$ cat src/rtl/stream_arbiter.sv
// Round-robin arbiter sharing one AXI-Stream master among NUM_SRC sources.
// A grant is held from the first beat of a packet to its last beat; beats are tagged with the source index.
module stream_arbiter #(
    parameter int unsigned NUM_SRC    = 5,
    parameter int unsigned DATA_WIDTH = 128,
    parameter int unsigned SRC_W      = $clog2(NUM_SRC)
) (
    input  logic                            clk,
    input  logic                            reset,
    input  logic [NUM_SRC-1:0]              src_valid,
    input  logic [NUM_SRC-1:0]              src_in_progress,
    input  logic [NUM_SRC-1:0]              src_last,
    input  logic [NUM_SRC*DATA_WIDTH-1:0]   src_data,
    output logic [NUM_SRC-1:0]              src_ready,
    output logic [DATA_WIDTH-1:0]           m_axis_tdata,
    output logic                            m_axis_tvalid,
    output logic                            m_axis_tlast,
    output logic [SRC_W-1:0]                m_axis_tid,
    input  logic                            m_axis_tready,
    output logic                            busy
);

    typedef enum logic [0:0] {StIdle, StLocked} state_e;

    state_e                state_q, state_d;
    logic [SRC_W-1:0]      rr_ptr_q, rr_ptr_d;
    logic [SRC_W-1:0]      owner_q, owner_d;
    logic [DATA_WIDTH-1:0] tdata_q, tdata_d;
    logic                  tvalid_q, tvalid_d;
    logic                  tlast_q, tlast_d;
    logic [SRC_W-1:0]      tid_q, tid_d;

    logic                  slot_free;
    logic [NUM_SRC-1:0]    eligible;
    logic [SRC_W-1:0]      winner;
    logic                  win_found;
    logic [SRC_W-1:0]      sel;
    logic                  grant_ok;
    logic                  accept;
    logic                  sel_last;
    logic [DATA_WIDTH-1:0] sel_data;

    assign slot_free = !tvalid_q || m_axis_tready;

    // A pending burst wins outright; only the lowest-indexed in-progress source may resume.
    always_comb begin
        eligible = src_valid;
        for (int i = NUM_SRC - 1; i >= 0; i--) begin
            if (src_in_progress[i]) begin
                eligible = src_valid & (NUM_SRC'(1) << i);
            end
        end
    end

    // Scan downwards so the candidate closest to rr_ptr is the one left standing.
    always_comb begin : p_winner
        int unsigned      idx;
        logic [SRC_W-1:0] idx_w;
        idx       = 0;
        idx_w     = '0;
        winner    = '0;
        win_found = 1'b0;
        for (int k = NUM_SRC - 1; k >= 0; k--) begin
            idx = 32'(rr_ptr_q) + 32'(k);
            if (idx >= NUM_SRC) begin
                idx = idx - NUM_SRC;
            end
            idx_w = SRC_W'(idx);
            if (eligible[idx_w]) begin
                winner    = idx_w;
                win_found = 1'b1;
            end
        end
    end

    assign sel      = (state_q == StLocked) ? owner_q : winner;
    assign grant_ok = (state_q == StLocked) || win_found;

    always_comb begin
        src_ready = '0;
        if (!reset && slot_free && grant_ok) begin
            src_ready[sel] = 1'b1;
        end
    end

    assign accept   = |(src_valid & src_ready);
    assign sel_last = src_last[sel];
    assign sel_data = src_data[32'(sel) * DATA_WIDTH +: DATA_WIDTH];

    always_comb begin
        state_d  = state_q;
        rr_ptr_d = rr_ptr_q;
        owner_d  = owner_q;
        tvalid_d = tvalid_q;
        tlast_d  = tlast_q;
        tdata_d  = tdata_q;
        tid_d    = tid_q;
        if (accept) begin
            tvalid_d = 1'b1;
            tdata_d  = sel_data;
            tlast_d  = sel_last;
            tid_d    = sel;
            if (sel_last) begin
                state_d  = StIdle;
                rr_ptr_d = (32'(sel) == NUM_SRC - 1) ? '0 : sel + SRC_W'(1);
            end else begin
                state_d = StLocked;
                owner_d = sel;
            end
        end else if (m_axis_tready) begin
            tvalid_d = 1'b0;
        end
    end

    always_ff @(posedge clk) begin
        if (reset) begin
            state_q  <= StIdle;
            rr_ptr_q <= '0;
            owner_q  <= '0;
            tvalid_q <= 1'b0;
            tlast_q  <= 1'b0;
            tdata_q  <= '0;
            tid_q    <= '0;
        end else begin
            state_q  <= state_d;
            rr_ptr_q <= rr_ptr_d;
            owner_q  <= owner_d;
            tvalid_q <= tvalid_d;
            tlast_q  <= tlast_d;
            tdata_q  <= tdata_d;
            tid_q    <= tid_d;
        end
    end

    assign m_axis_tdata  = tdata_q;
    assign m_axis_tvalid = tvalid_q;
    assign m_axis_tlast  = tlast_q;
    assign m_axis_tid    = tid_q;
    assign busy          = (state_q == StLocked);

endmodule

$ cat config.mk
export PLATFORM = sky130hd
export DESIGN_NAME = stream_arbiter
export DESIGN_NICKNAME = d
export VERILOG_FILES = /design/src/rtl/stream_arbiter.sv
export SDC_FILE = /design/constraint.sdc
export NUM_CORES = 1
export LEC_CHECK = 0
export CAP_MARGIN = 15
export CORE_AREA = 2 2 310 312
export CTS_BUF_LIST = sky130_fd_sc_hd__clkbuf_4 sky130_fd_sc_hd__clkbuf_8
export DETAILED_ROUTE_END_ITERATION = 8
export DIE_AREA = 0 0 312 314
export PLACE_DENSITY = 0.45
export SLEW_MARGIN = 20
export SYNTH_ARGS = -nofsm -noshare
export SYNTH_HDL_FRONTEND = slang
export SYNTH_SLANG_ARGS = --single-unit
$ cat constraint.sdc
create_clock -name clk -period 7.2 [get_ports clk]
set_input_delay 2.16 -clock clk [delete_from_list [all_inputs] [get_ports clk]]
set_output_delay 2.16 -clock clk [all_outputs]
set_load 0.02 [all_outputs]
==> flow_summary.json, run 1 <==
{
  "status": "complete, no violations",
  "grt_antenna_before_repair": 14,
  "clk_pin_slew_ps": 90,
  "rsz0062_at_grt": "false",
  "regToRegEndpoint": "m_axis_tdata[87]",
  "wl_per_cell_um": 19.9,
  "critPathLaunchType": "primary input",
  "hold_viol_final": 0,
  "area_growth_pct": 90.6,
  "slew_viol_final": 0,
  "switching_power_uw": 5650,
  "grt_pass1_vias": 14361,
  "wl_met2_um": 33700,
  "multi_input_area_um2": 7910,
  "endpoint": "src_ready[1]",
  "initial_core_util_pct": 12.0,
  "slowest_delay_ps": 560,
  "path_class": "in2out",
  "end_kind": "output pin",
  "grt_pass1_wl_um": 101000,
  "postRouteAntennaNets": 0,
  "syn-instance-count": 1537,
  "synthArstFlopShare_pct": 0,
  "fin_skew_ps": 13.4,
  "grt_max_degree": 87,
  "seq_area_um2": 2800,
  "drive_above_1_share_pct": 7.56,
  "syn_area_um2": 11300,
  "period_share_pct": 98.6,
  "clockPowerShare_pct": 7.5,
  "r2r_setup_slack_ps": 1110,
  "dr_wl_met3_um": 4580,
  "drc_errors": 0,
  "clock.fmax_mhz": 141,
  "required_ps": 5040,
  "avgSynthCellArea_um2": 7.36,
  "fin_ws_ps": 97.9,
  "finalSetupViolations": 0,
  "wirelength_met1_um": 31500,
  "first_iter_violations": 780,
  "drt_pass1_iterations": 5,
  "startpoint": "src_in_progress[1]",
  "cts_buffers": 17,
  "slowest_stage": "or4b_4",
  "gp_congestion": 0.874,
  "die_area_um2": 98000,
  "synth_edf_count": 0,
  "grt_overflow_total": 0,
  "row_count": 113,
  "reg2regPathDepth": 18,
  "slew_headroom_pct": 36.9,
  "synth_top_cell_area_share_pct": 24.8,
  "ir_drop_mv": 0.608,
  "root_buffer": "clkbuf_8",
  "min_from": "owner_q[2]",
  "seq_area_frac_synth_pct": 24.8,
  "cts_hold_buf": 0,
  "syn_nets": 2205,
  "whs_ps": 459,
  "viasPerCell": 4.00,
  "post-route-min-period_ps": 7100,
  "die_width_um": 312,
  "hold_path.class": "reg2reg",
  "yosys-top-cells-area": "dfxtp_1 25%, mux2i_1 23%, nand2_1 13%, a31oi_1 6.9%, nand3_1 5.8%",
  "clkLatencyLatePin_ps": 580,
  "swShare_pct": 53.4,
  "place_inst": 3552,
  "path_cells": "clkdlybuf4s15_2 > or4b_4 > a2111oi_4 > a2111oi_4 > nor4_4 > buf_4 > and3b_1 > o311a_4 > nor2_4 > nor3_1 > buf_4 > clkdlybuf4s15_2",
  "final_cells": 3596,
  "fin_nets": 2982,
  "port_buffers": 796,
  "synthDistinctLibCells": 72,
  "nFillCells": 10685,
  "crit_arrival_ps": 4940,
  "max_cap_viol_count": 0,
  "cts_num_sinks": 140,
  "ios": 797,
  "p_total_uw": 10600,
  "track_usage_pct": 14.1,
  "synth-seq-cells": 140,
  "dr.max_layer_used": "met5",
  "path_max_fanout": 5,
  "synthFlopType": "dfxtp_1",
  "core_um2": 94400,
  "wl_um": 71400,
  "sequentialPowerShare_pct": 12.2,
  "setup_tns_ps": 0,
  "worst_pin_slew_ps": 939,
  "p_leak_uw": 0.00799,
  "synth_warnings": 0,
  "yosysMostFrequentCell": "nand2_1",
  "vias": 14378,
  "pwr-share-comb_pct": 80.2,
  "synth_top_cell_by_area": "dfxtp_1",
  "h-tree-depth": 4,
  "ctsLongestPathBuffers": 2,
  "die_h_um": 314,
  "r2r-start": "rr_ptr_q[1]",
  "dp_hpwl_um": 56900,
  "p_per_area_nw_per_um2": 491,
  "cts_tree": "done",
  "synth_common_cells": "401 x nand2_1, 263 x mux2i_1, 140 x dfxtp_1",
  "dp_worst_setup_slack_ps": -632,
  "intPower_uw": 4940
}
worst max-delay path, delay by kind of cell:
family / cells / cell delay [ps]
buf+inv: 4 / 810
compound gates: 3 / 610
simple gates: 5 / 1340
cells in the final DEF, fill, tap and decap left out, drive strengths merged, types with 4 or more instances in the layout:
cell / count
clkdlybuf4s50: 785
nand2: 401
mux2i: 263
dfxtp: 140
o21ai: 136
nand3: 131
a31oi: 125
buf: 103
nor2: 23
nor3: 18
a21oi: 17
clkbuf: 17
inv: 15
and3: 11
ha: 9
nand2b: 9
a211oi: 9
nor2b: 6
a21o: 6
a221o: 6
nor4: 6
o211ai: 5
diode: 4
xnor2: 4
bufinv: 4
kinds of logic after synthesis:
group	after synthesis	share of synthesized area (%)
AOI/OAI and AO/OA	345	19.5
and+or+nand+nor	626	24.1
DFF	140	24.8
xor gates and xnor gates	5	0.387
muxes	266	23.6
buffers and inverters	145	6.54
adders and majority gates	10	1.17
final cells by class:
class,instances,area share [%]
Inverter,9,0.168
Timing Repair Buffer,894,40.8
Multi-Input combinational cell,1252,36.6
Clock buffer,17,1.08
Clock inverter,15,0.968
Tap cell,1265,7.34
Antenna cell,4,0.0464
Sequential cell,140,13.0
power by group through the flow:
stage	Sequential [µW]	Clock [µW]	Combinational (µW)
CTS	1300	855	8630
detailed placement	1310	0	8520
global placement	1310	0	8560
floorplan	1620	0	5150
finish	1300	796	8500
global route	1330	871	9310
flip-flops by register name, summed over array words and instances (netlist names):
| register | flops |
|---|---|
| m_axis_tdata | 128 |
| m_axis_tid | 3 |
| owner_q | 3 |
| rr_ptr_q | 3 |
| busy | 1 |
| m_axis_tlast | 1 |
| m_axis_tvalid | 1 |
layer usage:
metal | track usage (%) | up-vias
met1 | 18.1 | 6666
met3 | 3.91 | 73
li1 | - | 7117
met4 | 4.29 | 2
met5 | 0 | -
met2 | 22.9 | 520
through the flow:
| stage | utilization (%) | cell area (µm²) |
|---|---|---|
| 2_1_floorplan | - | 11300 |
| 3_3_place_gp | 22.2 | 21000 |
| 3_5_place_dp | 22.2 | 21000 |
| 4_1_cts | 22.8 | 21500 |
| 5_1_grt | 22.8 | 21600 |
| 6_report | 22.8 | 21600 |
how the worst min path moves through the flow:
stage,to,slack [ps],cells past startpoint
finish,owner_q[2],460,2
global route,owner_q[2],500,2
CTS,owner_q[2],460,2
detailed placement,owner_q[2],450,2
global placement,owner_q[2],440,2
floorplan,owner_q[2],430,2
timing repair:
item	4_1_cts	5_1_grt
pin swaps	14	2
setup endpoints to repair	5	5
cloned	0	0
setup buffers	8	0
resized for setup	43	6
(Power assumes the default switching activity.)
==> run 2: changes to the inputs <==
- SETUP_SLACK_MARGIN: not set -> 0.4
==> flow_summary.json, run 2 (same netlist as run 1, synthesis figures left out) <==
{
  "p_leak_uw": 0.00803,
  "ios": 797,
  "crit_arrival_ps": 4770,
  "whs_ps": 469,
  "fin_ws_ps": 272,
  "row_count": 113,
  "grt_antenna_before_repair": 12,
  "viasPerCell": 4.00,
  "wl_um": 71800,
  "path_cells": "clkdlybuf4s50_1 > nor2b_2 > o21ai_4 > mux2i_1 > a311o_1 > or3_4 > o311ai_4 > buf_4 > nand2b_4 > nor2_4 > buf_6",
  "drive_above_1_share_pct": 8.15,
  "layout_common_cells": "784 x clkdlybuf4s50_1, 400 x nand2_1, 263 x mux2i_1, 140 x dfxtp_1, 131 x nand3_1",
  "die_h_um": 314,
  "initial_core_util_pct": 12.0,
  "grt_max_degree": 88,
  "hold_path.class": "reg2reg",
  "p_total_uw": 10600,
  "cts_tree": "done",
  "post-route-min-period_ps": 6930,
  "critPathLaunchType": "primary input",
  "area_growth_pct": 91.5,
  "period_share_pct": 96.2,
  "largest_reg_flops": 128,
  "clk_pin_slew_ps": 80,
  "die_width_um": 312,
  "hold_viol_final": 0,
  "layout_commonest_cell": "clkdlybuf4s50_1",
  "end_kind": "output pin",
  "core_um2": 94400,
  "drt_pass1_iterations": 5,
  "slowest_delay_ps": 430,
  "finalSetupViolations": 0,
  "p_per_area_nw_per_um2": 487,
  "ir_drop_mv": 0.328,
  "slew_viol_final": 0,
  "vias": 14404,
  "worst_pin_slew_ps": 1030,
  "clkLatencyLatePin_ps": 580,
  "grt_overflow_total": 0,
  "rsz0062_at_grt": "true",
  "track_usage_pct": 14.1,
  "dp_hpwl_um": 57500,
  "slew_headroom_pct": 31.2,
  "grt_pass1_wl_um": 101000,
  "path_class": "in2out",
  "cts_hold_buf": 0,
  "path_max_fanout": 4,
  "h-tree-depth": 4,
  "fin_nets": 2987,
  "cts_buffers": 17,
  "dpl_cell_area_um2": 21000,
  "max_cap_viol_count": 0,
  "wl_per_cell_um": 19.9,
  "cts_num_sinks": 140,
  "finalInstanceArea_um2": 21700,
  "fin_skew_ps": 16.0,
  "grt_pass1_vias": 14186,
  "dp_worst_setup_slack_ps": -687,
  "ctsLongestPathBuffers": 2,
  "setup_tns_ps": 0,
  "postRouteAntennaNets": 0,
  "die_area_um2": 98000,
  "drc_errors": 0,
  "first_iter_violations": 919,
  "root_buffer": "clkbuf_8",
  "port_buffers": 796,
  "slowest_stage": "clkdlybuf4s50_1",
  "status": "complete, no violations",
  "required_ps": 5040,
  "clock.fmax_mhz": 144,
  "gp_congestion": 0.850
}
## run 2: changes by cell type in the layout (fill, tap and decap cells not counted), moves of 2 or more
cell and delta:
buf_4 +3, buf_6 +7, buf_8 +2, clkbuf_8 +2
clkdlybuf4s15_2 -2, clkinv_4 +2, dlygate4sd2_1 -3, inv_6 -3
nor2_1 -2, nor2_4 +2, nor2b_1 -2, nor4_4 +2
## run 2: final timing paths
check,start,endpoint,slack [ps],depth (start not counted)
setup / recovery,src_valid[1],src_ready[2],270,11
hold reg to reg,owner_q[2],owner_q[2],470,2
hold / removal,owner_q[2],owner_q[2],470,2
setup reg to reg,rr_ptr_q[0],m_axis_tdata[111],1310,18
## run 2: final cells by class
cell class              count  area [µm²]
multi-input cells        1252        7970
diodes                      5        12.5
clock inverters            12         163
flip-flops and latches    140        2800
repair buffers            899        8850
clock buffers              19         262
inverters                   9        36.3
well taps                1265        1580
fillers                 10711       72800
## run 2: power breakdown
group	leakage (µW)	switching (µW)	internal (µW)
Sequential	0.00115	182	1100
Clock	0.000209	397	362
Combinational	0.00667	5050	3460
## run 2: timing repair
action | CTS | global route
resized for setup | 70 | 11
setup buffers | 8 | 5
setup endpoints to repair | 5 | 5
pin swaps | 13 | 10
## run 2: layer usage
layer / wire length (µm) / GRT usage, % / part of all wire, % / up-vias
met5: 0 / 0 / 0 / -
met4: 824 / 3.29 / 1.1 / 0
met3: 4580 / 3.80 / 6.4 / 41
met2: 34500 / 23.4 / 48 / 490
met1: 31900 / 18.2 / 44 / 6743
li1: - / - / - / 7130
## run 2: metrics by stage
| stage | util (%) | instances |
|---|---|---|
| floorplan | - | 1537 |
| global placement | 22.3 | 3552 |
| detailed placement | 22.3 | 3552 |
| CTS | 22.9 | 3591 |
| global route | 22.9 | 3598 |
| finish | 23.0 | 3601 |
## run 2: worst max-delay path, delay by kind of cell
kind	cells	cell delay [ps]
AOI/OAI and AO/OA	3	920
buffers and inverters	3	750
and+or+nand+nor	4	810
muxes	1	130
==> run 3: changes to the inputs <==
- CAP_MARGIN: 15 -> not set
==> results of run 3 <==
The final DEF is identical to that of run 2; final timing and power are the same.
